===== src/rtl/alu_seq_ctrl.sv =====
// Moore sequencer for the 16-bit register-file/ALU datapath: one command per handshake,
// reads into A/B, executes into C, writes back. Define ALU_SEQ_CMP_EN to execute CMP on the ALU.
module alu_seq_ctrl #(
    parameter int RW = 3,
    parameter int CW = 16
) (
    input  logic          clk,
    input  logic          reset,
    input  logic          cmd_valid,
    output logic          cmd_ready,
    input  logic [1:0]    cmd_type,
    input  logic [1:0]    cmd_aluop,
    input  logic [RW-1:0] cmd_rn,
    input  logic [RW-1:0] cmd_rm,
    input  logic [RW-1:0] cmd_rd,
    output logic [RW-1:0] readnum,
    output logic [RW-1:0] writenum,
    output logic          write,
    output logic [1:0]    vsel,
    output logic          loada,
    output logic          loadb,
    output logic          asel,
    output logic          bsel,
    output logic [1:0]    ALUop,
    output logic          loadc,
    output logic          loads,
    output logic          done,
    output logic          err,
    output logic [CW-1:0] cmd_count
);

    typedef enum logic [2:0] {
        S_IDLE, S_LOAD_A, S_LOAD_B, S_EXEC, S_WRITE_C, S_WRITE_IMM, S_DONE
    } state_t;

    localparam logic [1:0] T_MOVI = 2'b00;
    localparam logic [1:0] T_MOVR = 2'b01;
    localparam logic [1:0] T_ALU  = 2'b10;
    localparam logic [1:0] T_CMP  = 2'b11;
    localparam logic [1:0] OP_NOT = 2'b11;

    state_t        state_q, state_d;
    logic [1:0]    type_q, aluop_q;
    logic [RW-1:0] rn_q, rm_q, rd_q;
    logic [CW-1:0] count_q;

    always_comb begin
        state_d = S_IDLE;
        case (state_q)
            S_IDLE: begin
                state_d = S_IDLE;
                if (cmd_valid) begin
                    case (cmd_type)
                        T_MOVI:  state_d = S_WRITE_IMM;
                        T_MOVR:  state_d = S_LOAD_B;
                        T_ALU:   state_d = (cmd_aluop == OP_NOT) ? S_LOAD_B : S_LOAD_A;
`ifdef ALU_SEQ_CMP_EN
                        default: state_d = S_LOAD_A;
`else
                        default: state_d = S_DONE;
`endif
                    endcase
                end
            end
            S_LOAD_A:    state_d = S_LOAD_B;
            S_LOAD_B:    state_d = S_EXEC;
            // CMP only sets status, so it skips write-back
            S_EXEC:      state_d = (type_q == T_CMP) ? S_DONE : S_WRITE_C;
            S_WRITE_C:   state_d = S_DONE;
            S_WRITE_IMM: state_d = S_DONE;
            S_DONE:      state_d = S_IDLE;
            default:     state_d = S_IDLE;
        endcase
    end

    always_ff @(posedge clk) begin
        if (reset) begin
            state_q <= S_IDLE;
            type_q  <= '0;
            aluop_q <= '0;
            rn_q    <= '0;
            rm_q    <= '0;
            rd_q    <= '0;
            count_q <= '0;
        end else begin
            state_q <= state_d;
            if (state_q == S_IDLE && cmd_valid) begin
                type_q  <= cmd_type;
                aluop_q <= cmd_aluop;
                rn_q    <= cmd_rn;
                rm_q    <= cmd_rm;
                rd_q    <= cmd_rd;
            end
            // Counting on entry to DONE makes the new total visible alongside the done pulse
            if (state_d == S_DONE)
                count_q <= count_q + CW'(1);
        end
    end

    always_comb begin
        cmd_ready = 1'b0;
        readnum   = '0;
        writenum  = '0;
        write     = 1'b0;
        vsel      = 2'b00;
        loada     = 1'b0;
        loadb     = 1'b0;
        asel      = 1'b0;
        bsel      = 1'b0;
        ALUop     = 2'b00;
        loadc     = 1'b0;
        loads     = 1'b0;
        done      = 1'b0;
        err       = 1'b0;
        case (state_q)
            S_IDLE:   cmd_ready = 1'b1;
            S_LOAD_A: begin
                readnum = rn_q;
                loada   = 1'b1;
            end
            S_LOAD_B: begin
                readnum = rm_q;
                loadb   = 1'b1;
            end
            S_EXEC: begin
                loadc = (type_q != T_CMP);
                loads = (type_q != T_MOVR);
                asel  = (type_q == T_MOVR);
                if (type_q == T_MOVR)
                    ALUop = 2'b00;
                else if (type_q == T_CMP)
                    ALUop = 2'b01;
                else
                    ALUop = aluop_q;
            end
            S_WRITE_C: begin
                writenum = rd_q;
                write    = 1'b1;
            end
            S_WRITE_IMM: begin
                writenum = rd_q;
                vsel     = 2'b10;
                write    = 1'b1;
            end
            S_DONE: begin
                done = 1'b1;
`ifdef ALU_SEQ_CMP_EN
                err  = 1'b0;
`else
                err  = (type_q == T_CMP);
`endif
            end
            default: ;
        endcase
        // Strobes are masked while reset is held so the reset cycle never writes
        if (reset) begin
            write = 1'b0;
            loada = 1'b0;
            loadb = 1'b0;
            loadc = 1'b0;
            loads = 1'b0;
            done  = 1'b0;
            err   = 1'b0;
        end
    end

    assign cmd_count = count_q;

endmodule


===== config.mk =====
export PLATFORM = sky130hd
export DESIGN_NAME = alu_seq_ctrl
export DESIGN_NICKNAME = d
export VERILOG_FILES = /design/src/rtl/alu_seq_ctrl.sv
export SDC_FILE = /design/constraint.sdc
export NUM_CORES = 1
export LEC_CHECK = 0
export ABC_AREA = 1
export CAP_MARGIN = 20
export CORE_MARGIN = 2
export CORE_UTILIZATION = 25
export CTS_BUF_LIST = sky130_fd_sc_hd__clkbuf_16
export DETAILED_ROUTE_END_ITERATION = 8
export PLACE_DENSITY = 0.46
export SYNTH_ARGS = -nofsm -noshare
export SYNTH_HDL_FRONTEND = slang
export SYNTH_SLANG_ARGS = --single-unit

===== constraint.sdc =====
create_clock -name clk -period 4.2 [get_ports clk]
set_input_delay 0.42 -clock clk [delete_from_list [all_inputs] [get_ports clk]]
set_output_delay 0.42 -clock clk [all_outputs]
set_load 0.02 [all_outputs]

==> flow_metrics.tcl <==
set metrics [dict create \
    yosys.cell_types.count 29 \
    initial_utilization_pct 25.5 \
    synth_compound_gate_area_share_pct 15.7 \
    synth-edff-count 0 \
    post_drt_wl_per_cell_um 12.2 \
    n_fill_cell 823 \
    max_rail_drop_vdd_uv 123 \
    dpl_worst_slack_ns 1.40 \
    floorplan.die.width_um 92.3 \
    fraction_of_the_mapped_netlist_area_in_adder_cells_pct 2.57 \
    placement.cell_area_um2 2500 \
    yosys-mux-area-fraction_pct 0 \
    drcViolationCount 0 \
    gr-usage-met2_pct 20.2 \
    cts_post_setup_buffers_inserted 0 \
    synth.top_cells.by_area "sky130_fd_sc_hd__dfxtp_1 (33%), sky130_fd_sc_hd__nand2_1 (9.2%), sky130_fd_sc_hd__nand4_1 (7.1%)" \
    vias_per_cell 4.43 \
    ctsRootBufferMaster "sky130_fd_sc_hd__clkbuf_16" \
    critPathMaxFanout 16 \
    hold_viol 0 \
    regToRegEndpoint "cmd_count[5]$_SDFFE_PP0N_" \
    cp_data_required_time_ns 3.78 \
    slew-limit-headroom_pct 49.8 \
    drt-pass1-iter-count 4 \
    yosysMostFrequentCell "sky130_fd_sc_hd__nand2_1" \
    use_met1_pct 17.4 \
    total_clock_sinks 32 \
    totalPowerFinal_uw 1070 \
    timing.max_cap.violations 0 \
    floorplan.io_pins 52 \
    die_height_um 92.3 \
    cts_buffer_depth 2 \
    finalInstanceArea_um2 2630 \
    syn-mean-instance-area_um2 7.02 \
    postSynthCellCount 278 \
    finalCriticalPeriod_ns 2.76 \
    combPwrFrac_pct 33.7 \
    timing.rr.start "state_q[0]$_SDFF_PP0_" \
    result_of_the_run "complete, no violations" \
    hold_buffers 0 \
    grt.met3_usage_pct 3.66 \
    cp-end-kind "output port" \
    final_min_period_over_clock_period_pct 65.8 \
    final_antenna_net_count 0 \
    synth_common_cells "sky130_fd_sc_hd__nand2_1 (48), sky130_fd_sc_hd__inv_1 (35), sky130_fd_sc_hd__dfxtp_1 (32)" \
    fmax_mhz 362 \
    cts_tree "done" \
    clkLatencyLatePin_ns 0.28 \
    power.switching_uw 403 \
    grt_antenna_before_repair 0 \
    power.share.switching_pct 37.7 \
    criticalPathCategory "in -> out" \
    tns_ns 0 \
    antenna_cells_inserted 0 \
    cell_internal_pwr_uw 665 \
    whs_endpoint "rm_q[2]$_SDFFE_PP0P_" \
    netlist_area_um2 1950 \
    number_of_global_route_vias_before_repair 1809 \
    num_vias 1888 \
    whs_path_depth 2 \
    timing.critical_path.arrival_ns 2.34 \
    ff2ff_setup_slack_ns 2.37 \
    synth_seq_cells 32 \
    cell_taking_the_most_area_after_synthesis "sky130_fd_sc_hd__dfxtp_1" \
    setup_viol 0 \
    critical_path.startpoint "reset" \
    final.hold.worst_slack_ns 0.452 \
    ctsHtreeMaxLevel 2 \
    simple_gate_portion_of_the_synthesized_area_pct 33.7 \
    ff2ff_path_depth 8 \
    final_layout_size_suffix_gt1_share_pct 13.3 \
    dp_hpwl_mm 3.72 \
    worst_clock_skew_ns 0.00305 \
    share_of_the_yosys_chip_area_belonging_to_registers_pct 32.8 \
    cts.clk_slew.worst_paths_ns 0.05 \
    global_route.usage.total_pct 13.1 \
    cts_resized 0 \
    num_rows 32 \
    power_density_nw_per_um2 406 \
    synthXorXnorAreaFrac_pct 3.14 \
    timing.final.max_slew_violations 0 \
    globalRoute.busiestLayer "met2" \
    fp.coreArea_um2 7650 \
    post_synthesis_async_set_or_reset_flop_share_pct 0 \
    worst_hold_startpoint "rm_q[2]$_SDFFE_PP0P_" \
    hold_path.class "reg -> reg" \
    worst-slew-pin-transition_ns 0.750 \
    maximum_number_of_pins_on_one_net_before_global_route_repair 23 \
    wire_length_after_detailed_routing_mm 5.21 \
    area_of_the_die_um2 8520 \
    synth_ff_type "sky130_fd_sc_hd__dfxtp_1" \
    detailedRoute.firstIterationViolations 83 \
    layout_nets 344 \
    placement.io_buffers 49 \
    grt_setup_unrepaired "false" \
    synth_largest_type_area_fraction_pct 32.8 \
    synth_top_family_by_area "simple AND/OR/NAND/NOR gates" \
    critPathLaunchType "input pin" \
    final.setup.worst_slack_ns 1.44 \
    yosys_warnings 0 \
    power.share.clock_pct 31.9 \
    area_growth_syn_to_layout_pct 34.8 \
    gp_congestion 0.741 \
    grt-ovfl-total 0 \
    leakagePower_uw 0.000948 \
    share_seq_of_total_power_pct 34.4 \
    grt_pass1_wl_mm 8.82 \
    cts-buffers-inserted 5 \
]
## registers in the layout (all words and copies together) (netlist names)
register and flops:
rm_q 3, state_q 3, rd_q 3, rn_q 3
cmd_count 16, type_q 2, aluop_q 2
## worst max path at each step
stage | endpoint | slack [ns]
final | err | 1.44
after detailed placement | err | 1.40
after global placement | err | 1.46
after CTS | err | 1.38
after floorplan | err | 2.47
after global routing | err | 1.30
## layout make-up
type / instances / area, um2 / area share, %
clock buffer: 5 / 125 / 4.76
clock inverter: 2 / 7.51 / 0.286
inverter: 39 / 146 / 5.57
multi-input combinational: 196 / 1080 / 41.2
sequential: 32 / 641 / 24.4
tap: 102 / 128 / 4.85
timing repair buffer: 50 / 498 / 18.9
## kinds of logic after synthesis
logic type      Yosys count
simple gates            130
compound gates           53
buf+inv                  51
flops                    32
xor+xnor                  7
fa+ha+maj                 4
other cells               1
## metal layers
metal	vias up	share of wire, %
li1	997	-
met1	833	49
met2	51	44
met3	7	5.9
met4	0	1.6
met5	-	0
## critical path: stages
cell                              delay, ns
sky130_fd_sc_hd__clkdlybuf4s50_1       0.79
sky130_fd_sc_hd__nor4_1                0.46
sky130_fd_sc_hd__clkdlybuf4s50_1       0.67
## stage by stage
stage / instances / utilization (%)
floorplan: 279 / -
CTS: 426 / 34.4
detailed placement: 419 / 32.6
global placement: 419 / 32.6
finish: 426 / 34.4
global route: 426 / 34.4
## placed cells by master (no fill, tap or decap), drive strengths merged
cell type	synthesis	layout
ha	4	4
clkbuf	6	5
nand3	8	8
nor4	1	1
dfxtp	32	32
nand2	63	63
xor2	4	4
nand4	22	22
nor3	3	3
o21ai	17	17
nor2	33	33
conb	1	2
a21oi	33	33
inv	39	39
clkdlybuf4s50	0	49
clkinv	0	2
o22ai	3	3
buf	6	1
xnor2	3	3
## power groups by stage
| stage | sequential [uW] | clock, uW | combinational, uW |
|---|---|---|---|
| 2_1_floorplan | 370 | 0 | 279 |
| 3_3_place_gp | 373 | 0 | 362 |
| 3_5_place_dp | 372 | 0 | 364 |
| 4_1_cts | 367 | 351 | 366 |
| 5_1_grt | 372 | 363 | 397 |
| 6_report | 367 | 341 | 359 |
No activity file was read; power rests on OpenSTA's default activity.
==> edit 1 (same flow settings) <==
Put one more register stage on the output `cmd_count`, with the module's reset. The value now appears one clock later. The other outputs are not delayed to match.
--- a/src/rtl/alu_seq_ctrl.sv
+++ b/src/rtl/alu_seq_ctrl.sv
@@ -165,5 +165,11 @@
     end
 
-    assign cmd_count = count_q;
+    always_ff @(posedge clk) begin
+        if (reset) begin
+            cmd_count <= '0;
+        end else begin
+            cmd_count <= count_q;
+        end
+    end
 
 endmodule
Function: changed (Yosys sat finds a counterexample within 4 cycles, from zero or initial values and one cycle with reset high).
==> edit 1 against the unedited design <==
Register-to-register slack worse by 0.04 ns; wire length is 9.9% higher; setup slack better by 0.062 ns; final area is 17% higher; sequential cell count is 16 higher; area after synthesis is 19% higher; power is 24% higher; clock skew is 0.0053 ns higher.
==> edit 1: results (changes against the unedited design) <==
route:
  vias: 2131  # was 1888
  drt-initial-drc-count: 82  # was 83
  routedWlPerCell_um: 11.9  # was 12.2 um
  drt_wl_total_mm: 5.72  # was 5.21 mm
setup_path:
  worstPathArrival_ns: 2.28  # was 2.34 ns
  reg2reg_slack_ns: 2.33  # was 2.37 ns
  worstPathMaxFanout: 15  # was 16
power_and_ir_drop:
  p_leak_nw: 1.12  # was 0.948 nW
  vdd_ir_drop_max_v: 0.000229  # was 0.000123 V
global_routing:
  grt_pass1_wl_mm: 9.76  # was 8.82 mm
  grt.total_usage: 0.122  # was 0.131
  grt_max_degree: 28  # was 23
  grt_pass1_vias: 2049  # was 1809
synth:
  yosysSeqAreaShare: 0.412  # was 0.328
  post_synth.cell_area_avg_um2: 7.24  # was 7.02 um2
  synth_edf_count: 0  # unchanged
  synthTopCellsByArea: "dfxtp_1 (41%), nand2_1 (8.5%), nor2_1 (8.2%)"  # was dfxtp_1 (33%), nand2_1 (9.2%), nand4_1 (7.1%)
  ys_top_cells_by_count: "nand2_1 (53), nor2_1 (51), dfxtp_1 (48)"  # was nand2_1 (48), inv_1 (35), dfxtp_1 (32)
sta:
  slew_headroom: 0.620  # was 0.498
  setup_slack_ns: 1.50  # was 1.44 ns
  skew_ns: 0.00835  # was 0.00305 ns
  finalHoldWorstSlack_ns: 0.453  # was 0.452 ns
finish:
  fillCellCount: 978  # was 823
  drive_above_1_share: 0.106  # was 0.133
  largest_registers: "cmd_count x16, count_q x16"
  nNetsFinal: 387  # was 344
clock_network:
  clk_pin_slew_ns: 0.07  # was 0.05 ns
run_status:
  outcome: "finished, final reports clean"  # unchanged
placement:
  numPortBuffers: 49  # unchanged
  finalWeightedCongestion: 0.787  # was 0.741
  dp.cells: 471  # was 419
  dpl.hpwl_mm: 4.14  # was 3.72 mm
hold_path:
  timing.hold.worst.start: "rm_q[1]"  # was rm_q[2]
edit 1: cell types whose count changed in the layout (fill, tap and decap cells not counted), sizes merged, moves of 2 or more:
cell | before | now
nor2 | 33 | 55
dfxtp | 32 | 48
nand3 | 8 | 13
nand2 | 63 | 67
o21ai | 17 | 14
xnor2 | 3 | 0
a21oi | 33 | 31
inv | 39 | 41
edit 1: where the power goes:
part	internal [mW]	switching, mW	leakage, nW	total (mW)
Sequential	0.497	0.0249	0.390	0.522
Clock	0.280	0.173	0.0798	0.452
Combinational	0.108	0.246	0.647	0.354
edit 1: final cells by class:
| cell class | instances | area share |
|---|---|---|
| Clock buffer | 5 | 0.0408 |
| Inverter | 41 | 0.0502 |
| Timing Repair Buffer | 50 | 0.163 |
| Clock inverter | 3 | 0.0139 |
| Tap cell | 111 | 0.0453 |
| Sequential cell | 48 | 0.314 |
| Multi-Input combinational cell | 221 | 0.374 |
edit 1: worst paths after layout:
check                                  end  cells after the start
worst max-delay path                   err                      3
worst min-delay path               rm_q[1]                      2
worst max register to register  count_q[9]                      7
worst min register to register     rm_q[1]                      2
edit 1: metal layers:
layer  up-vias  GRT usage  routed length, um
met2        34      0.206               2640
li1       1124          -                  -
met4         0     0.0379                 71
met5         -          0                  0
met1       968      0.154               2820
met3         5     0.0284                180
edit 1: worst max-delay path: stages:
cell and delay, ns:
clkdlybuf4s50_1 0.70, nor4_1 0.48, clkdlybuf4s50_1 0.68
edit 1: cells by family (layout without fill, tap and decap cells):
family                   after synthesis  in the layout  synth area share
buffers and inverters                 54             99            0.0977
XOR/XNOR                               5              5            0.0188
AO/OA/AOI/OAI                         49             49             0.120
other                                  1              2           0.00161
AND/OR/NAND/NOR                      161            161             0.328
adder cells (fa/ha/maj)                4              4            0.0215
flip-flops                            48             48             0.412
edit 1: through the flow:
stage	cell area (um2)	power (mW)
3_5_place_dp	2900	0.890
3_3_place_gp	2900	0.888
5_1_grt	3060	1.41
2_1_floorplan	2330	0.791
6_report	3060	1.33
4_1_cts	3060	1.35
==> edit 2 (same flow settings) <==
Made on the original files. Change the parameter `RW` from 3 to 2.
--- a/src/rtl/alu_seq_ctrl.sv
+++ b/src/rtl/alu_seq_ctrl.sv
@@ -2,5 +2,5 @@
 // reads into A/B, executes into C, writes back. Define ALU_SEQ_CMP_EN to execute CMP on the ALU.
 module alu_seq_ctrl #(
-    parameter int RW = 3,
+    parameter int RW = 2,
     parameter int CW = 16
 ) (
Interface: changed (5 resized); port bits go from 52 to 47. The function was not compared with the original's and may differ.
==> edit 2 against the unedited design <==
Power fell by 8.5%; synthesized cell count fell by 2.2%; clock skew fell by 0.0012 ns; first-iteration DRC count fell by 7.2%; final area fell by 7.9%; sequential cell count fell by 3; wire length fell by 6.4%; sequential share of layout area fell by 0.39 points; critical path type unchanged; count of clock-buffer cells in the layout did not move; area after synthesis fell by 9.0%; cell count fell by 3.5%; via count fell by 2.7%; setup slack improved by 0.27 ns.
==> edit 2: results (changes against the unedited design) <==
setup_path:
  rr_worst_depth: 7  # was 8
  worstPathArrival_ns: 2.08  # was 2.34 ns
  worstPathMaxFanout: 26  # was 16
  r2r_end: "cmd_count[0]"  # was cmd_count[5]
  slowest_delay_ns: 0.67  # was 0.79 ns
  reg2reg_slack_ns: 2.46  # was 2.37 ns
  cp_slowest_cell: "clkdlybuf4s50_1"  # unchanged
  r2r-start: "state_q[2]"  # was state_q[0]
placement:
  placed_area_mm2: 0.00228  # was 0.00250 mm2
  dpl.hpwl_mm: 3.48  # was 3.72 mm
  numPortBuffers: 44  # was 49
  dp.cells: 403  # was 419
  dp_slack_ns: 1.70  # was 1.40 ns
  finalWeightedCongestion: 0.770  # was 0.741
sta:
  finalHoldWorstSlack_ns: 0.451  # was 0.452 ns
  skew_ns: 0.00185  # was 0.00305 ns
  fmaxAchievable_mhz: 400  # was 362 MHz
finish:
  nNetsFinal: 331  # was 344
  bufAreaShareNonClock: 0.185  # was 0.189
  multi_input_area_mm2: 0.00101  # was 0.00108 mm2
  multi_input_area_share: 0.418  # was 0.412
  signal_buffers: 45  # was 50
  multi_input_gates: 200  # was 196
  fillCellCount: 782  # was 823
  clock_area_frac: 0.0568  # was 0.0505
  nNonClkInverters: 33  # was 39
  drive_above_1_share: 0.0730  # was 0.133
  area.sequential_um2: 581  # was 641 um2
  layoutNonFillerInstCount: 411  # was 426
  largest_reg_flops: 16  # unchanged
power_and_ir_drop:
  intPower_uw: 615  # was 665 uW
  power_uw: 976  # was 1.07 mW
  vdd_ir_drop_max_v: 0.000217  # was 0.000123 V
  p_clk_uw: 334  # was 341 uW
  combPwrFrac: 0.321  # was 0.337
  p_leak_nw: 0.886  # was 0.948 nW
synth:
  yosysUniqueCellTypes: 28  # was 29
  yosysSeqAreaShare: 0.327  # was 0.328
  synthTopCellsByArea: "dfxtp_1 (33%), nand2_1 (15%), a21oi_1 (8.5%)"  # was dfxtp_1 (33%), nand2_1 (9.2%), nand4_1 (7.1%)
  post_synth.cell_area_avg_um2: 6.53  # was 7.02 um2
  ys_async_sr_fraction: 0  # unchanged
  ys.flop_type: "dfxtp_1"  # unchanged
  ys_top_cells_by_count: "nand2_1 (71), inv_1 (31), a21oi_1 (30)"  # was nand2_1 (48), inv_1 (35), dfxtp_1 (32)
clock_network:
  clock_sinks: 29  # was 32
  clockBufferDepth: 2  # unchanged
  htreeDepth: 2  # unchanged
  clk_pin_slew_ns: 0.05  # about the same
global_routing:
  antenna_found_initial: 0  # unchanged
  grt.total_usage: 0.136  # was 0.131
  grt_pass1_wl_mm: 8.28  # was 8.82 mm
  grt_pass1_vias: 1702  # was 1809
  grt_max_degree: 27  # was 23
route:
  drt-initial-drc-count: 77  # was 83
  vias: 1837  # was 1888
  drt_wl_total_mm: 4.87  # was 5.21 mm
  firstDrtPassIters: 4  # unchanged
hold_path:
  holdCritPathClass: "flop to flop"  # unchanged
  timing.hold.worst.start: "rn_q[1]"  # was rm_q[2]
  hold-path-endpoint: "rn_q[1]"  # was rm_q[2]
run_status:
  outcome: "finished, final reports clean"  # unchanged
-- edit 2: changes by cell type after synthesis, moves of 4 or more --
cell	delta
nand2_1	+23
inv_1	-4
nand3b_1	+4
a21oi_2	-8
nand2_2	-10
a21oi_1	+6
-- edit 2: routing by layer --
metal	up-vias	global-route usage	wire length [um]
met1	820	0.181	2360
met5	-	0	0
met4	0	0.0413	43
met3	5	0.0299	204
met2	36	0.221	2260
li1	976	-	-
-- edit 2: cell families (layout without fill, tap and decap cells) --
| group | Yosys count | in the layout | synth area share |
|---|---|---|---|
| other | 1 | 2 | 0.00211 |
| AO/OA/AOI/OAI | 46 | 46 | 0.133 |
| flip-flops | 29 | 29 | 0.327 |
| XOR/XNOR | 3 | 3 | 0.0148 |
| buffers and inverters | 44 | 86 | 0.106 |
| adder cells (fa/ha/maj) | 4 | 4 | 0.0282 |
| AND/OR/NAND/NOR | 145 | 145 | 0.389 |
